==> config.mk <==
export PLATFORM = sky130hd
export DESIGN_NAME = region_event_decoder
export DESIGN_NICKNAME = d
export VERILOG_FILES = /design/src/rtl/region_pkg.sv /design/src/rtl/region_event_fifo.sv /design/src/rtl/region_event_decoder.sv
export SDC_FILE = /design/constraint.sdc
export NUM_CORES = 1
export LEC_CHECK = 0
export BUFFER_PORTS_ARGS = -buffer_cell sky130_fd_sc_hd__clkbuf_2
export CORE_MARGIN = 4
export CORE_UTILIZATION = 44
export CTS_BUF_LIST = sky130_fd_sc_hd__clkbuf_8
export DETAILED_ROUTE_END_ITERATION = 6
export GPL_ROUTABILITY_DRIVEN = 0
export GPL_TIMING_DRIVEN = 0
export PLACE_DENSITY_LB_ADDON = 0.12
export REMOVE_ABC_BUFFERS = 1
export SYNTH_ARGS = -nofsm -noshare
export SYNTH_HDL_FRONTEND = slang
export SYNTH_HIERARCHICAL = 1
export SYNTH_SLANG_ARGS = --single-unit
==> constraint.sdc <==
create_clock -name PCLK -period 5.22 [get_ports PCLK]
set_input_delay 0.261 -clock PCLK [delete_from_list [all_inputs] [get_ports PCLK]]
set_output_delay 0.261 -clock PCLK [all_outputs]
set_load 0.01 [all_outputs]
==> src/rtl/region_pkg.sv <==
// Shared types for the region event decoder: region index encoding,
// per-strobe classification and the acceptance FSM state encoding.
package region_pkg;

  typedef enum logic [1:0] {
    REG_RED    = 2'd0,
    REG_GREEN  = 2'd1,
    REG_YELLOW = 2'd2,
    REG_BLUE   = 2'd3
  } region_e;

  typedef enum logic [1:0] {
    CLS_NONE     = 2'd0,
    CLS_VALID    = 2'd1,
    CLS_CONFLICT = 2'd2
  } class_e;

  typedef enum logic [1:0] {
    ST_IDLE   = 2'd0,
    ST_TRACK  = 2'd1,
    ST_LOCKED = 2'd2
  } state_e;

  // No votes -> NONE, exactly one vote -> VALID, several votes -> CONFLICT.
  function automatic class_e classify(input logic [3:0] votes);
    if (votes == 4'b0000)
      return CLS_NONE;
    else if ((votes & (votes - 4'd1)) == 4'b0000)
      return CLS_VALID;
    else
      return CLS_CONFLICT;
  endfunction

  // Index of the single set bit; only meaningful when classify() is VALID.
  function automatic region_e region_index(input logic [3:0] votes);
    case (votes)
      4'b0010: return REG_GREEN;
      4'b0100: return REG_YELLOW;
      4'b1000: return REG_BLUE;
      default: return REG_RED;
    endcase
  endfunction

endpackage

==> src/rtl/region_event_fifo.sv <==
// Event queue for the region decoder: power-of-two depth, 2-bit entries,
// simultaneous push/pop, and a saturating counter of pushes lost to a full queue.
module region_event_fifo #(
  parameter int DEPTH = 4
) (
  input  logic       PCLK,
  input  logic       rst_n,
  input  logic       push,
  input  logic [1:0] push_data,
  input  logic       pop_ready,
  output logic       out_valid,
  output logic [1:0] out_data,
  output logic       full,
  output logic [7:0] drop_count
);

  localparam int AW = $clog2(DEPTH);

  // Pointers carry one extra wrap bit so full and empty are distinguishable.
  logic [AW:0]   wr_ptr;
  logic [AW:0]   rd_ptr;
  logic [1:0]    mem [DEPTH];
  logic          empty;
  logic          pop;
  logic          wr_ok;
  logic          drop;

  assign empty     = (wr_ptr == rd_ptr);
  assign full      = (wr_ptr[AW] != rd_ptr[AW]) && (wr_ptr[AW-1:0] == rd_ptr[AW-1:0]);
  assign pop       = !empty && pop_ready;
  // A pop in the same cycle frees the slot, so a full queue still accepts.
  assign wr_ok     = push && (!full || pop);
  assign drop      = push && full && !pop;
  assign out_valid = !empty;
  assign out_data  = empty ? 2'd0 : mem[rd_ptr[AW-1:0]];

  // Pointer and drop-counter update.
  always_ff @(posedge PCLK or negedge rst_n) begin
    if (!rst_n) begin
      wr_ptr     <= '0;
      rd_ptr     <= '0;
      drop_count <= 8'd0;
    end else begin
      if (wr_ok) wr_ptr <= wr_ptr + 1'b1;
      if (pop)   rd_ptr <= rd_ptr + 1'b1;
      if (drop && drop_count != 8'hFF) drop_count <= drop_count + 8'd1;
    end
  end

  // Storage write; contents are don't-care while the slot is empty.
  always_ff @(posedge PCLK) begin
    if (wr_ok) mem[wr_ptr[AW-1:0]] <= push_data;
  end

endmodule

==> src/rtl/region_event_decoder.sv <==
// Region event decoder: debounces one-hot region votes sampled on `en`
// strobes and queues one event each time a new region is accepted.
// Optional feature macro REGION_HOLD_EN: when defined a region must persist
// for HOLD_FRAMES strobes; when undefined the first valid strobe accepts.
//
// Handshake: evt_valid means the head entry is present on evt_code and stays
// unchanged until consumed; an entry is consumed on every rising PCLK edge
// where evt_valid and evt_ready are both 1. There is no back-pressure on en.
module region_event_decoder
  import region_pkg::*;
#(
  parameter int FIFO_DEPTH  = 4,
  parameter int HOLD_FRAMES = 3
) (
  input  logic       PCLK,
  input  logic       rst_n,
  input  logic       en,
  input  logic [3:0] green_region,
  input  logic       evt_ready,
  output logic       evt_valid,
  output logic [1:0] evt_code,
  output logic       fifo_full,
  output logic [7:0] drop_count,
  output logic [1:0] dbg_state
);

`ifdef REGION_HOLD_EN
  localparam int EFF_HOLD = HOLD_FRAMES;
`else
  localparam int EFF_HOLD = 1;
`endif
  localparam logic [4:0] HOLD_W = 5'(EFF_HOLD);

  state_e     state_q, state_d;
  region_e    cand_q, cand_d;
  logic [3:0] hold_q, hold_d;
  logic       lock_vld_q, lock_vld_d;
  region_e    lock_q, lock_d;
  logic       accept;
  logic       push_q;
  region_e    push_code_q;

  class_e     cls;
  region_e    idx;
  logic [4:0] hold_inc;

  assign cls       = classify(green_region);
  assign idx       = region_index(green_region);
  assign hold_inc  = {1'b0, hold_q} + 5'd1;
  assign dbg_state = state_q;

  // Acceptance FSM registers plus the one-cycle push stage into the queue.
  always_ff @(posedge PCLK or negedge rst_n) begin
    if (!rst_n) begin
      state_q     <= ST_IDLE;
      cand_q      <= REG_RED;
      hold_q      <= 4'd0;
      lock_vld_q  <= 1'b0;
      lock_q      <= REG_RED;
      push_q      <= 1'b0;
      push_code_q <= REG_RED;
    end else begin
      state_q     <= state_d;
      cand_q      <= cand_d;
      hold_q      <= hold_d;
      lock_vld_q  <= lock_vld_d;
      lock_q      <= lock_d;
      push_q      <= accept;
      push_code_q <= lock_d;
    end
  end

  // Next-state: NONE unlocks, CONFLICT abandons tracking, VALID counts/accepts.
  always_comb begin
    state_d    = state_q;
    cand_d     = cand_q;
    hold_d     = hold_q;
    lock_vld_d = lock_vld_q;
    lock_d     = lock_q;
    accept     = 1'b0;
    if (en) begin
      case (cls)
        CLS_NONE: begin
          state_d    = ST_IDLE;
          lock_vld_d = 1'b0;
          hold_d     = 4'd0;
        end
        CLS_CONFLICT: begin
          hold_d  = 4'd0;
          state_d = lock_vld_q ? ST_LOCKED : ST_IDLE;
        end
        default: begin
          if (state_q == ST_TRACK && idx == cand_q) begin
            if (hold_inc >= HOLD_W) begin
              state_d    = ST_LOCKED;
              lock_vld_d = 1'b1;
              lock_d     = idx;
              hold_d     = 4'd0;
              accept     = 1'b1;
            end else begin
              hold_d = hold_inc[3:0];
            end
          end else if (state_q == ST_LOCKED && idx == lock_q) begin
            state_d = ST_LOCKED;
          end else begin
            // New candidate; with a hold of one it is accepted on the spot.
            cand_d = idx;
            if (5'd1 >= HOLD_W) begin
              state_d    = ST_LOCKED;
              lock_vld_d = 1'b1;
              lock_d     = idx;
              hold_d     = 4'd0;
              accept     = 1'b1;
            end else begin
              state_d = ST_TRACK;
              hold_d  = 4'd1;
            end
          end
        end
      endcase
    end
  end

  region_event_fifo #(
    .DEPTH(FIFO_DEPTH)
  ) u_fifo (
    .PCLK      (PCLK),
    .rst_n     (rst_n),
    .push      (push_q),
    .push_data (push_code_q),
    .pop_ready (evt_ready),
    .out_valid (evt_valid),
    .out_data  (evt_code),
    .full      (fifo_full),
    .drop_count(drop_count)
  );

endmodule

==> Yosys cells after proc, flatten, opt, wreduce, memory -nomap -nowiden <==
Memories as Yosys holds them, arrays and structs flattened.
Index checks and enable logic that the tools add are counted.
{ "op_classes": {"order_cmp": 1, "reduce_logical": 21, "n_addsub": 5, "n_eq_ne": 18, "bitwise_logic": 5, "muxes": 26} }
{ "ops": {"columns": ["cell", "n"], "rows": [
  ["two-way mux 2 bit", 9],
  ["two-way mux 4 bit", 4],
  ["AND reduction 4 bit", 3],
  ["two-way mux 1 bit", 10],
  ["adder 8 x 1 -> 8 bit, second input constant", 1],
  ["logical AND 1 bit", 8],
  ["zero test 4 bit", 2],
  ["!= test 8 bit, second input constant", 1],
  ["adder 3 x 1 -> 3 bit, second input constant", 2],
  ["== test 2 bit", 3],
  ["case mux 2 bit (3 select lines)", 1],
  ["adder 4 x 1 -> 5 bit, second input constant", 1],
  [">= comparator 5 x 1 -> 1 bit, second input constant", 1],
  ["bitwise AND 4 bit", 1],
  ["== test 2 bit, second input constant", 2],
  ["== test 4 x 2 -> 1 bit, second input constant", 1],
  ["== test 4 x 3 -> 1 bit, second input constant", 1],
  ["== test 4 bit, second input constant", 1],
  ["!= test 4 x 1 -> 1 bit, second input constant", 1],
  ["inverter 1 bit", 4],
  ["case mux 2 bit (2 select lines)", 1],
  ["AND reduction 2 bit", 2],
  ["subtractor 4 x 1 -> 4 bit, second input constant", 1],
  ["== test 3 bit", 1],
  ["12 further kinds", 14]
]} }
{ "totals": {"elab_cells": 86, "ram_bits": 8, "mem_count": 1, "register_bits": 26, "in_bits": 8} }
{ "mem_list": {"columns": ["memory", "words", "width", "rd", "rd_ports_with_merged_regs", "wr", "line", "source"], "rows": [
  ["u_fifo.mem", 4, 2, 1, 0, 1, "region_event_fifo.sv:22", "logic [1:0] mem [DEPTH];"]
]} }

==> Depth between registers and ports, before layout <==
{ "logic_depth": {"word_depth": 9, "depth_mapped": 5} }

==> By module <==
The synthesis kept the hierarchy.
{ "by_module_without_submodules": {"columns": ["module", "cells_each", "area_per_inst_um2", "n_inst"], "rows": [
  ["region_event_fifo", 83, 1093.5, 1],
  ["region_event_decoder", 56, 436.7, 1]
]} }

==> Least setup slack after synthesis <==
OpenSTA, ideal clock, no wires.
{ "synth_path": {"path_type": "register to register", "startpoint": "reg u_fifo.rd_ptr[0]", "endpoint": "reg u_fifo.drop_count[6]", "t_arrival_ns": 1.800, "n_path_buf": 1, "path_slack_ns": 3.293, "setup_ns": 0.128, "stages_incl_launch_ff": 6, "path_cell_list": "dfrtp_1 xor2_1 or4_1 buf_6 nor3_1 mux2_1"} }
{ "synth_via": {"elab_chain_len": 6, "word_cells_on_any_way": 9, "classes_between": "eq/ne: 2; reduce/logical: 7"} }
{ "synth_rtl": {"columns": ["item", "line", "source"], "rows": [
  ["from (decl)", "region_event_fifo.sv:21", "logic [AW:0] rd_ptr;"],
  ["from (signal assigned)", "region_event_fifo.sv:45", "if (pop) rd_ptr <= rd_ptr + 1'b1;"],
  ["== test 3 bit", "region_event_fifo.sv:28", "assign empty = (wr_ptr == rd_ptr);"],
  ["zero test 1 bit", "region_event_fifo.sv:30", "assign pop = !empty && pop_ready;"],
  ["logical AND 1 bit", "region_event_fifo.sv:30", null],
  ["zero test 1 bit", "region_event_fifo.sv:33", "assign drop = push && full && !pop;"],
  ["logical AND 1 bit *", "region_event_fifo.sv:33", null],
  ["logical AND 1 bit *", "region_event_fifo.sv:46", "if (drop && drop_count != 8'hFF) drop_count <= drop_count + 8'd1;"],
  ["to (signal assigned)", "region_event_fifo.sv:46", null],
  ["to (decl)", "region_event_fifo.sv:14", "output logic [7:0] drop_count"]
]} }
Every way passes the cells marked *; elsewhere a longest branch is shown, timed or not.
A chain may end at the register's enable or synchronous reset.

==> Worst setup path in the final report <==
{ "layout_path": {"startpoint": "reg u_fifo.rd_ptr[1]", "endpoint": "reg u_fifo.drop_count[6]"} }
Same word-level chain as after synthesis.

==> results.toml <==
[synthesis]
synth_area_leaders = "dfrtp_1 31%, edfxtp_1 16%, xor2_1 5.7%, ha_1 4.9%, nand2_1 4.2%"
synth-simple-area-share = 0.1954
synth_top_family_by_area = "simple AND/OR/NAND/NOR gates"
ys_types = 40
synth.avg_cell_area_um2 = 11.01
yosysWarnings = 6
yosys.area_share.xor_xnor = 0.09648
yosys.area.top_type_share = 0.3107
ys.flop_type = "dfrtp_1"
synth_top_area_cell = "dfrtp_1"
synth_enable_flop_cells = 8
synth_fa_ha_area_frac = 0.04906
async_flop_share = 0.7037
synth_compound_area_frac = 0.07604
synthesis.area_um2 = 1530
synthCells = 139
synthMuxAreaShare = 0.05887
synth_seq_area_share = 0.4677
synth-seq-cells = 27

[critical_path]
crit_chain = "xor2_1, or4_1, nor3_1, mux2_1"
cp_max_fo = 8
critical_path_arrival_ns = 2.29
path_class = "reg -> reg"
cp_top_family = "simple AND/OR/NAND/NOR gates"
end_kind = "flop"
cp.required_ns = 5.38
crit_slowest_cell = "or4_1"
crit_buf_inv = 0
start_kind = "flop"
cpPeakStageDelay_ns = 0.73

[route]
m1WireLength_um = 1232
drt-total-wl_um = 2654
via_per_inst = 5.078
met2WireLength_um = 1289
top_layer = "met4"
vias = 1036
dr.pass1.iters = 4
wl_per_cell_um = 13.01
ant_nets = 0
wl_met3_um = 113
drt-initial-drc-count = 44
drc = 0

[sta]
skew_ns = 0.007995
max_freq_mhz = 468.7
rsz0062_at_grt = "no"
period_needed_ns = 2.134
setup-tns-final_ns = 0
slew_headroom = 0.5229
hold_violations = 0
worstMarginPinSlew_ns = 0.7078
setup_ws_ns = 3.086
slew_viol_final = 0
setup_viol = 0
min_period_over_period = 0.4087
fin_worst_hold_slack_ns = 0.2950

[pwr]
power_density_nw_per_um2 = 395.4
peakVddDrop_mv = 0.1068
leakagePower_nw = 0.7266
power_uw = 666.9

[placement]
place_area_um2 = 1632
dp_slack_ns = 3.094
hpwl_um = 1932
dp_cells = 199
numPortBuffers = 20

[floorplan]
rows = 21
ioPinCount = 22
dieWidth_um = 66.97
die_h_um = 66.97
start_util = 0.4586
dieArea_um2 = 4485
coreArea_um2 = 3337

[clock_network]
htree_levels = 1
clk_pin_slew_ns = 0.09
clk-insertion-delay-late_ns = 0.27
cts_buffers = 3
cts_resized = 0
clkSinkCount = 27
cts_root_buf = "clkbuf_8"
cts_tree = "built"
cts_buffer_depth = 2

[layout]
nNetsFinal = 173
syn2layout_area_growth_pct = 10.22
fill_cells = 322
drive_above_1_share = 0.2089
stdcell_area_um2 = 1687
n_antenna_cell = 0
post_layout_nonfiller_instances = 204
final_util = 0.5054

[grt]
grt_max_degree = 20
grt_overflow = 0
grt_pass1_vias = 980
grt_pass1_wl_um = 4512
antenna_found_initial = 0
grt_usage = 0.1321

[worst_hold_path]
hp-class = "in -> reg"

[outcome]
status = "finished, final reports clean"

[job]
drv_cap = 0
[flip-flops by register name, indices dropped and copies added, names as in the netlist]
register / count
u_fifo/drop_count: 8
u_fifo/mem: 8
u_fifo/rd_ptr: 3
u_fifo/wr_ptr: 3
push_code_q: 2
dbg_state: 1
lock_vld_q: 1
push_q: 1
[area by class of cell]
cell class / count / area, um2 / share of cell area
clock buffer: 3 / 41.29 / 0.02448
clock inverter: 1 / 3.754 / 0.002226
inverter: 7 / 26.28 / 0.01558
multi-input combinational: 99 / 732.0 / 0.4340
sequential: 27 / 715.7 / 0.4243
tap: 46 / 57.56 / 0.03412
timing repair buffer: 21 / 110.1 / 0.06528
[cells by family after synthesis]
logic type / count (synthesis)
buffers and inverters: 13
muxes: 6
AOI/OAI and AO/OA: 15
adders and majority gates: 6
xor gates and xnor gates: 16
and+or+nand+nor: 55
DFF: 27
other: 1
[repair_timing]
item | in CTS | in global routing
endpoints found under the hold margin | 19 | 0
buffers inserted | 0 | 0
endpoints found under the setup margin | 0 | 0
hold buffers | 1 | 0
[worst reg2reg max path: stages, from the launching register on]
cell	delay, ns
dfrtp_1	0.45
xor2_1	0.23
or4_1	0.73
nor3_1	0.28
mux2_1	0.34
[layer usage]
| layer | track usage | vias to the layer above |
|---|---|---|
| li1 | - | 518 |
| met1 | 0.1741 | 494 |
| met2 | 0.2203 | 22 |
| met3 | 0.01855 | 2 |
| met4 | 0.04557 | 0 |
| met5 | 0 | - |
[cell usage after synthesis, drive strengths merged (2+ instances only)]
| cell | number |
|---|---|
| o41ai | 2 |
| nor2 | 12 |
| ha | 6 |
| edfxtp | 8 |
| mux4 | 2 |
| nor4 | 2 |
| nand3 | 6 |
| xor2 | 11 |
| mux2 | 4 |
| nand2b | 3 |
| buf | 6 |
| xnor2 | 5 |
| dfrtp | 19 |
| nand2 | 17 |
| inv | 7 |
| o21ai | 7 |
| nor3 | 5 |
| and2 | 2 |
[cells in the final DEF (no fill, tap or decap), drive strengths merged, types with 2 or more instances in the layout]
master	n
clkbuf	23
dfrtp	19
nand2	17
nor2	12
xor2	11
inv	8
edfxtp	8
o21ai	7
nand3	6
ha	6
xnor2	5
nor3	5
mux2	4
nand2b	3
mux4	2
and2	2
o41ai	2
nor4	2
[worst paths after layout]
check,start,to,slack [ns],cells past startpoint
hold reg to reg,u_fifo/rd_ptr[2],u_fifo/rd_ptr[2],0.50,1
hold / removal,evt_ready,u_fifo/rd_ptr[2],0.30,3
max in group asynchronous,rst_n,push_code_q[1],4.41,2
setup / recovery,u_fifo/rd_ptr[1],u_fifo/drop_count[6],3.09,4
min in group asynchronous,rst_n,push_q,0.48,2
setup reg to reg,u_fifo/rd_ptr[1],u_fifo/drop_count[6],3.09,4
[power by group]
part | switching (mW) | total [mW] | internal [mW]
clock | 0.0599 | 0.112 | 0.0526
combinational | 0.126 | 0.241 | 0.115
sequential | 0.0530 | 0.314 | 0.261
(Power assumes the default switching activity.)
